`config.mk`:
```
export PLATFORM = sky130hd
export DESIGN_NAME = fifo_stream_reader
export DESIGN_NICKNAME = d
export VERILOG_FILES = /design/src/rtl/fifo_stream_pkg.sv /design/src/rtl/skid_buf2.sv /design/src/rtl/fifo_stream_reader.sv
export SDC_FILE = /design/constraint.sdc
export NUM_CORES = 1
export LEC_CHECK = 0
export ABC_CLOCK_PERIOD_IN_PS = 2300
export CAP_MARGIN = 20
export CORE_MARGIN = 4
export CORE_UTILIZATION = 50
export CTS_CLUSTER_DIAMETER = 120
export DETAILED_ROUTE_END_ITERATION = 10
export GPL_ROUTABILITY_DRIVEN = 0
export HOLD_SLACK_MARGIN = 0.05
export PLACE_DENSITY = 0.75
export SLEW_MARGIN = 40
export SYNTH_ARGS = -nofsm -noshare
export SYNTH_HDL_FRONTEND = slang
export SYNTH_SLANG_ARGS = --single-unit
export TNS_END_PERCENT = 10
```
`constraint.sdc`:
```
create_clock -name clk -period 2.3 [get_ports clk]
set_input_delay 0.345 -clock clk [delete_from_list [all_inputs] [get_ports clk]]
set_output_delay 0.345 -clock clk [all_outputs]
set_load 0.03 [all_outputs]
```
`src/rtl/fifo_stream_pkg.sv`:
```
// Shared defaults and types for the FIFO stream reader and its output buffer.
package fifo_stream_pkg;

  localparam int unsigned DefDataW = 32;
  localparam int unsigned DefCntW  = 16;
  localparam int unsigned BufDepth = 2;

  typedef logic [DefDataW-1:0] word_t;

endpackage

```
`src/rtl/skid_buf2.sv`:
```
// Two-entry register FIFO; the head entry is always visible on head_o.
module skid_buf2 #(
  parameter int unsigned Width = 32
) (
  input  logic             clk,
  input  logic             rst_n,
  input  logic             wr_en_i,
  input  logic [Width-1:0] wr_data_i,
  input  logic             rd_en_i,
  output logic [Width-1:0] head_o,
  output logic [1:0]       count_o
);

  logic [Width-1:0] mem_q [2];
  logic             rd_ptr_q, rd_ptr_d;
  logic [1:0]       count_q, count_d;
  logic             wr_ptr;
  logic             do_wr, do_rd;

  always_comb begin
    do_rd    = rd_en_i & (count_q != 2'd0);
    do_wr    = wr_en_i & (count_q != 2'd2);
    // Next free slot sits one past the head when exactly one entry is held.
    wr_ptr   = rd_ptr_q ^ count_q[0];
    count_d  = count_q + {1'b0, do_wr} - {1'b0, do_rd};
    rd_ptr_d = rd_ptr_q ^ do_rd;
  end

  always_ff @(posedge clk or negedge rst_n) begin
    if (!rst_n) begin
      mem_q[0] <= '0;
      mem_q[1] <= '0;
      rd_ptr_q <= 1'b0;
      count_q  <= 2'd0;
    end else begin
      if (do_wr) begin
        mem_q[wr_ptr] <= wr_data_i;
      end
      rd_ptr_q <= rd_ptr_d;
      count_q  <= count_d;
    end
  end

  assign head_o  = mem_q[rd_ptr_q];
  assign count_o = count_q;

endmodule

```
`src/rtl/fifo_stream_reader.sv`:
```
// Drains a 1-cycle-latency synchronous FIFO into a valid/ready stream with a 2-word buffer.
module fifo_stream_reader
  import fifo_stream_pkg::*;
#(
  parameter int unsigned DATA_W = DefDataW,
  parameter int unsigned CNT_W  = DefCntW
) (
  input  logic              clk,
  input  logic              rst_n,
  input  logic              enable_i,
  input  logic              fifo_empty_i,
  output logic              fifo_rd_en_o,
  input  logic [DATA_W-1:0] fifo_rd_data_i,
  output logic              out_valid_o,
  input  logic              out_ready_i,
  output logic [DATA_W-1:0] out_data_o,
  output logic [CNT_W-1:0]  word_count_o,
  output logic              busy_o
);

  logic             inflight_q;
  logic [CNT_W-1:0] word_cnt_q, word_cnt_d;
  logic [1:0]       buf_count;
  logic             pop_now;
  logic [2:0]       occ, occ_after;

  skid_buf2 #(
    .Width (DATA_W)
  ) u_buf (
    .clk       (clk),
    .rst_n     (rst_n),
    .wr_en_i   (inflight_q),
    .wr_data_i (fifo_rd_data_i),
    .rd_en_i   (pop_now),
    .head_o    (out_data_o),
    .count_o   (buf_count)
  );

  always_comb begin
    out_valid_o = (buf_count != 2'd0);
    pop_now     = out_valid_o & out_ready_i;
    occ         = {1'b0, buf_count} + {2'b0, inflight_q};
    occ_after   = occ - {2'b0, pop_now};
    // Credit check counts the in-flight word so the buffer can never be overrun.
    fifo_rd_en_o = rst_n & enable_i & ~fifo_empty_i & (occ_after < 3'(BufDepth));
    busy_o       = inflight_q | out_valid_o;
    word_cnt_d   = word_cnt_q + CNT_W'(pop_now);
  end

  always_ff @(posedge clk or negedge rst_n) begin
    if (!rst_n) begin
      inflight_q <= 1'b0;
      word_cnt_q <= '0;
    end else begin
      inflight_q <= fifo_rd_en_o;
      word_cnt_q <= word_cnt_d;
    end
  end

  assign word_count_o = word_cnt_q;

  buf_no_overflow : assert property (@(posedge clk) disable iff (!rst_n)
    !(inflight_q && (buf_count == 2'd2)));

endmodule

```
== After elaboration in Yosys (flattened, before gate mapping) ==
Cells that the tools add are included.
Storage, ports and cells
  register bits after elaboration: 84
  input port bits: 37
  output and inout bits: 51
  word-level logic and storage cells: 36
Operators by class
  add/subtract/negate cells: 5
  order comparisons: 4
  equal/unequal tests: 1
  mux-type cells: 6
  bitwise gates (word level): 12
  reductions and logical operators: 2
Operators with widths (number)
  $mux 32: 4
  $bwmux 64: 1
  $demux 32 s1: 1
  $add 16x1->16: 1
  $and 1x1->1: 6
  $ge 2x2->1 const B: 2
  $not 1->2: 2
  $add 2x1->3: 1
  $lt 3x2->1 const B: 1
  $sub 3x1->3: 1
  $add 2x1->2: 1
  $lt 2x1->1 const B: 1
  $ne 2x2->1 const B: 1
  $reduce_bool 2->1: 1
  $sub 2x1->2: 1
  $xor 1x1->1: 2
  $logic_and 1x1->1: 1
  $not 1->1: 1
  $or 1x1->1: 1

== Logic depth before layout (Yosys ltp) ==
  depth in word-level cells: 7
  gate-level depth with buffers: 9
  depth with buffers taken out: 8

== Modules after synthesis ==
From an unflattened synthesis, not the netlist that was laid out.
Unflattened totals
  cell total of the unflattened synthesis: 595
  area, all modules: 5566.6 um^2
By module, submodules not included
  skid_buf2: times used 1, cells an instance 527, area an instance 4734.5 um^2, sequential area each 1676.6 um^2
  fifo_stream_reader: times used 1, cells an instance 68, area an instance 832.0 um^2, sequential area each 425.4 um^2

== Worst setup path after synthesis ==
OpenSTA, ideal clock, no wires.
  path type: register -> output
  start: register u_buf.count_q[1], in the netlist u_buf.count_o[1]
  end: output fifo_rd_en_o
  arrival time: 2.533 ns
  required time: 1.955 ns
  setup slack: -0.578 ns
  cell stages (with the launch flop): 10
  path buffers: 1
  path through: dfrtp_1 buf_6 or2_2 and2_1 ha_1 inv_1 nand2_1 fa_1 nand4b_1 nor2_1
On the way
  longest elaborated chain between the ends: 5
  elaborated cells between the ends (all ways): 6
  classes of those cells: add/sub (2); order compare (1); bitwise (2); reduce/logical (1)
Ends and longest elaborated chain
  start: declaration: line skid_buf2.sv:16  | logic [1:0] count_q, count_d;
  start signal: assignment: line skid_buf2.sv:40  | count_q <= count_d;
  $reduce_bool 2->1: line fifo_stream_reader.sv:40  | out_valid_o = (buf_count != 2'd0);
  named net out_valid_o: line fifo_stream_reader.sv:14  | output logic out_valid_o,
  $and 1x1->1: line fifo_stream_reader.sv:41  | pop_now = out_valid_o & out_ready_i;
  $sub 3x1->3: line fifo_stream_reader.sv:43  | occ_after = occ - {2'b0, pop_now};
  $lt 3x2->1: line fifo_stream_reader.sv:45  | fifo_rd_en_o = rst_n & enable_i & ~fifo_empty_i & (occ_after < 3'(BufDepth));
  $and 1x1->1: line fifo_stream_reader.sv:45
  end: declaration: line fifo_stream_reader.sv:12  | output logic fifo_rd_en_o,
The timed path passes the listed nets, and every way through them passes these cells.

== Final worst setup path ==
  start: register u_buf.count_q[1], in the netlist u_buf.count_o[1]
  end: output fifo_rd_en_o
On the way
  longest elaborated chain between the ends: 5
  elaborated cells between the ends (all ways): 6
  classes of those cells: add/sub (2); order compare (1); bitwise (2); reduce/logical (1)
Ends and longest elaborated chain (line)
  parallel branches: the longest is 2 deep, another holds $add 2x1->3
  $sub 3x1->3 *: fifo_stream_reader.sv:43
  $lt 3x2->1 *: fifo_stream_reader.sv:45
  $and 1x1->1 *: fifo_stream_reader.sv:45
Every way passes the cells marked *.

==> results_dict.tcl <==
set metrics [dict create \
    fin_nets 707 \
    cts_tree "built" \
    cap_violations 0 \
    dieHeight_um 115 \
    reg2reg_slack_ns 0.14 \
    synth_nets 639 \
    ys_seq_area_share_pct 37.1 \
    portBuffers 87 \
    r2r_cells 10 \
    synth-edff-count 0 \
    path_max_fanout 2 \
    p_total_mw 8.36 \
    end_kind "output port" \
    htreeDepth 3 \
    die_x_um 115 \
    layout_min_cycle_time_ns 2.71 \
    r2r_start "u_buf.count_o[1]$_DFF_PN0_" \
    fin_skew_ns 0.00593 \
    criticalPathCategory "flop to output port" \
    antenna_found_initial 0 \
    cellPowerDensity_nw_per_um2 1180 \
    setup_viol 1 \
    clock-sinks 84 \
    place_area_um2 6720 \
    rsz0062_at_grt "true" \
    hold_class "input port to async pin" \
    grt_max_degree 85 \
    cts_buffers 9 \
    violations "negative setup slack" \
    fin_ws_ns -0.407 \
    peakVddDrop_mv 1.20 \
    io_pins 88 \
    synth_area_per_cell_um2 9.52 \
    fp.dieArea_um2 13100 \
    slew_headroom_pct 48.2 \
    dpl.cell_count 788 \
    grt_first_pass_wirelength_um 25600 \
    ant_nets 0 \
    cp-start-kind "flop" \
    syn_inst 596 \
    tns_ns -0.407 \
    rows 38 \
    dp_hpwl_um 9340 \
    avgViaCountPerCell 6.35 \
    synth_top_cell_by_area "dfrtp_1" \
    drc 0 \
    postLayoutCellArea_um2 7060 \
    regToRegEndpoint "inflight_q$_DFF_PN0_" \
    clk_latency_ns 0.33 \
    grt_pass1_vias 5136 \
    drv_slew 0 \
    grt_util_all_layers_pct 23.8 \
    first_pass_iters 5 \
    critical_path_arrival_ns 2.36 \
    grt_overflow 0 \
    yosysTopAreaCellShare_pct 37.1 \
    drt-total-wl_um 15600 \
    worst_pin_slew_ns 0.773 \
    syn_area_um2 5670 \
    async_flop_share_pct 100 \
    dr_total_vias 5135 \
    drt_iter0_markers 432 \
    clk_pin_slew_worst_paths_ns 0.07 \
    hold_viol 0 \
    ys_ff_latch 84 \
    syn_to_final_growth_pct 24.4 \
    status "finished, violations left" \
    diodes 0 \
    synth.area.top_cells "dfrtp_1 37%, o22ai_2 6.6%, mux2_2 6.4%" \
    coreArea_um2 11000 \
    wl_per_cell_um 19.2 \
    cp_data_required_time_ns 1.96 \
    final_util_pct 64.3 \
    fin_crit_sh_pct 118 \
    initial_core_util_pct 51.6 \
    clock-root-buffer "clkbuf_16" \
    nFillCells 878 \
    fin_cells 809 \
    synth_cell_types 36 \
    fmax_mhz 369 \
    cts_max_path_buffers 2 \
    drive_gt1_share_pct 23.5 \
    p_leak_nw 2.99 \
    yosysWarnings 0 \
    synth-main-ff-cell "dfrtp_1" \
]
==> per-stage QoR <==
| stage | setup WS (ns) | hold WS [ns] |
|---|---|---|
| after floorplan | -0.174 | 0.0494 |
| after global placement | -0.217 | 0.455 |
| after detailed placement | -0.255 | 0.449 |
| after CTS | -0.414 | 0.0869 |
| after global routing | -0.482 | 0.0859 |
| final | -0.407 | 0.0616 |
==> kinds of logic after synthesis <==
| logic type | Yosys count | share of synthesized area (%) |
|---|---|---|
| xor+xnor | 17 | 2.63 |
| fa+ha+maj | 6 | 1.46 |
| mux | 32 | 6.35 |
| buf+inv | 101 | 8.03 |
| compound gates | 193 | 26.0 |
| flops | 84 | 37.1 |
| simple gates | 163 | 18.4 |
==> critical path, stage by stage (launching register included) <==
cell,delay [ns]
dfrtp_1,0.38
or2_4,0.26
and2_4,0.15
ha_4,0.22
inv_4,0.06
nand2_2,0.05
fa_1,0.50
nand4b_1,0.14
nor2_4,0.13
buf_6,0.14
==> cells in the final DEF, fill, tap and decap left out, types with 3 or more instances in the layout <==
master           count
buf_12               5
xor2_1              10
clkbuf_16            9
or2_2               32
buf_4               27
o22ai_2             30
xnor2_1              7
nand4_1              7
dlymetal6s2s_1       3
dfrtp_1             81
ha_1                 4
nand3_1              4
o211ai_1            32
a221o_1             32
a21oi_1             64
nor2_1              34
mux2_2              32
clkdlybuf4s50_1     52
o22ai_1             34
nor3b_1             32
inv_1               37
nand4b_1            33
dlygate4sd2_1       30
==> flip-flops by register name, summed over array words and instances (netlist names) <==
| name | count |
|---|---|
| u_buf.mem_q | 64 |
| word_count_o | 16 |
| u_buf.count_o | 2 |
| inflight_q | 1 |
| u_buf.rd_ptr_q | 1 |
==> routing by layer <==
metal / GRT usage, % / share of wire [%] / vias up
met1: 32.2 / 43 / 2590
met4: 6.18 / 0.93 / 0
li1: - / - / 2374
met2: 39.0 / 50 / 160
met3: 4.81 / 5.6 / 11
met5: 0 / 0 / -
==> repair_timing <==
| action | in CTS | in global routing |
|---|---|---|
| pin swaps | 4 | 1 |
| setup endpoints to repair | 33 | 4 |
| hold buffers | 0 | 0 |
| gates resized for setup | 31 | 5 |
| gates cloned | 0 | 0 |
| setup buffers | 3 | 2 |
==> cells in the mapped netlist (2+ instances only) <==
cell      instances
a21oi_1          64
a221o_1          32
and2_1            2
and3_1            2
buf_1             4
buf_2            28
buf_4             3
buf_6             4
clkbuf_1         23
dfrtp_1          84
ha_1              5
inv_1            39
mux2_2           32
nand2_1           3
nand3_1           4
nand4_1           7
nand4b_1         33
nor2_1           36
nor3_1            2
nor3b_1          32
nor4_1            2
o211ai_1         32
o22ai_1          34
o22ai_2          30
or2_2            33
xnor2_1           7
xor2_1           10
==> cell type report <==
type / count / area (µm²) / area share (%)
well taps: 140 / 175 / 2.48
multi-input cells: 411 / 3150 / 44.7
flip-flops and latches: 84 / 2110 / 29.9
clock inverters: 7 / 98.8 / 1.40
clock buffers: 9 / 225 / 3.19
repair buffers: 119 / 1150 / 16.2
inverters: 39 / 149 / 2.11
==> worst max-delay path by stage <==
stage	startpoint	end	slack (ns)	cells past startpoint
finish	u_buf.count_o[1]$_DFF_PN0_	fifo_rd_en_o	-0.41	9
global route	u_buf.count_o[1]$_DFF_PN0_	fifo_rd_en_o	-0.48	9
CTS	u_buf.count_o[0]$_DFF_PN0_	fifo_rd_en_o	-0.41	9
detailed placement	out_ready_i	fifo_rd_en_o	-0.25	9
global placement	out_ready_i	fifo_rd_en_o	-0.22	9
floorplan	u_buf.count_o[1]$_DFF_PN0_	fifo_rd_en_o	-0.17	9
==> power breakdown <==
part	switching [mW]	total (mW)	internal, mW
sequential	0.407	2.22	1.81
combinational	2.63	4.56	1.93
clock	0.618	1.58	0.959
Note: power is estimated with default switching activity, not from simulation.
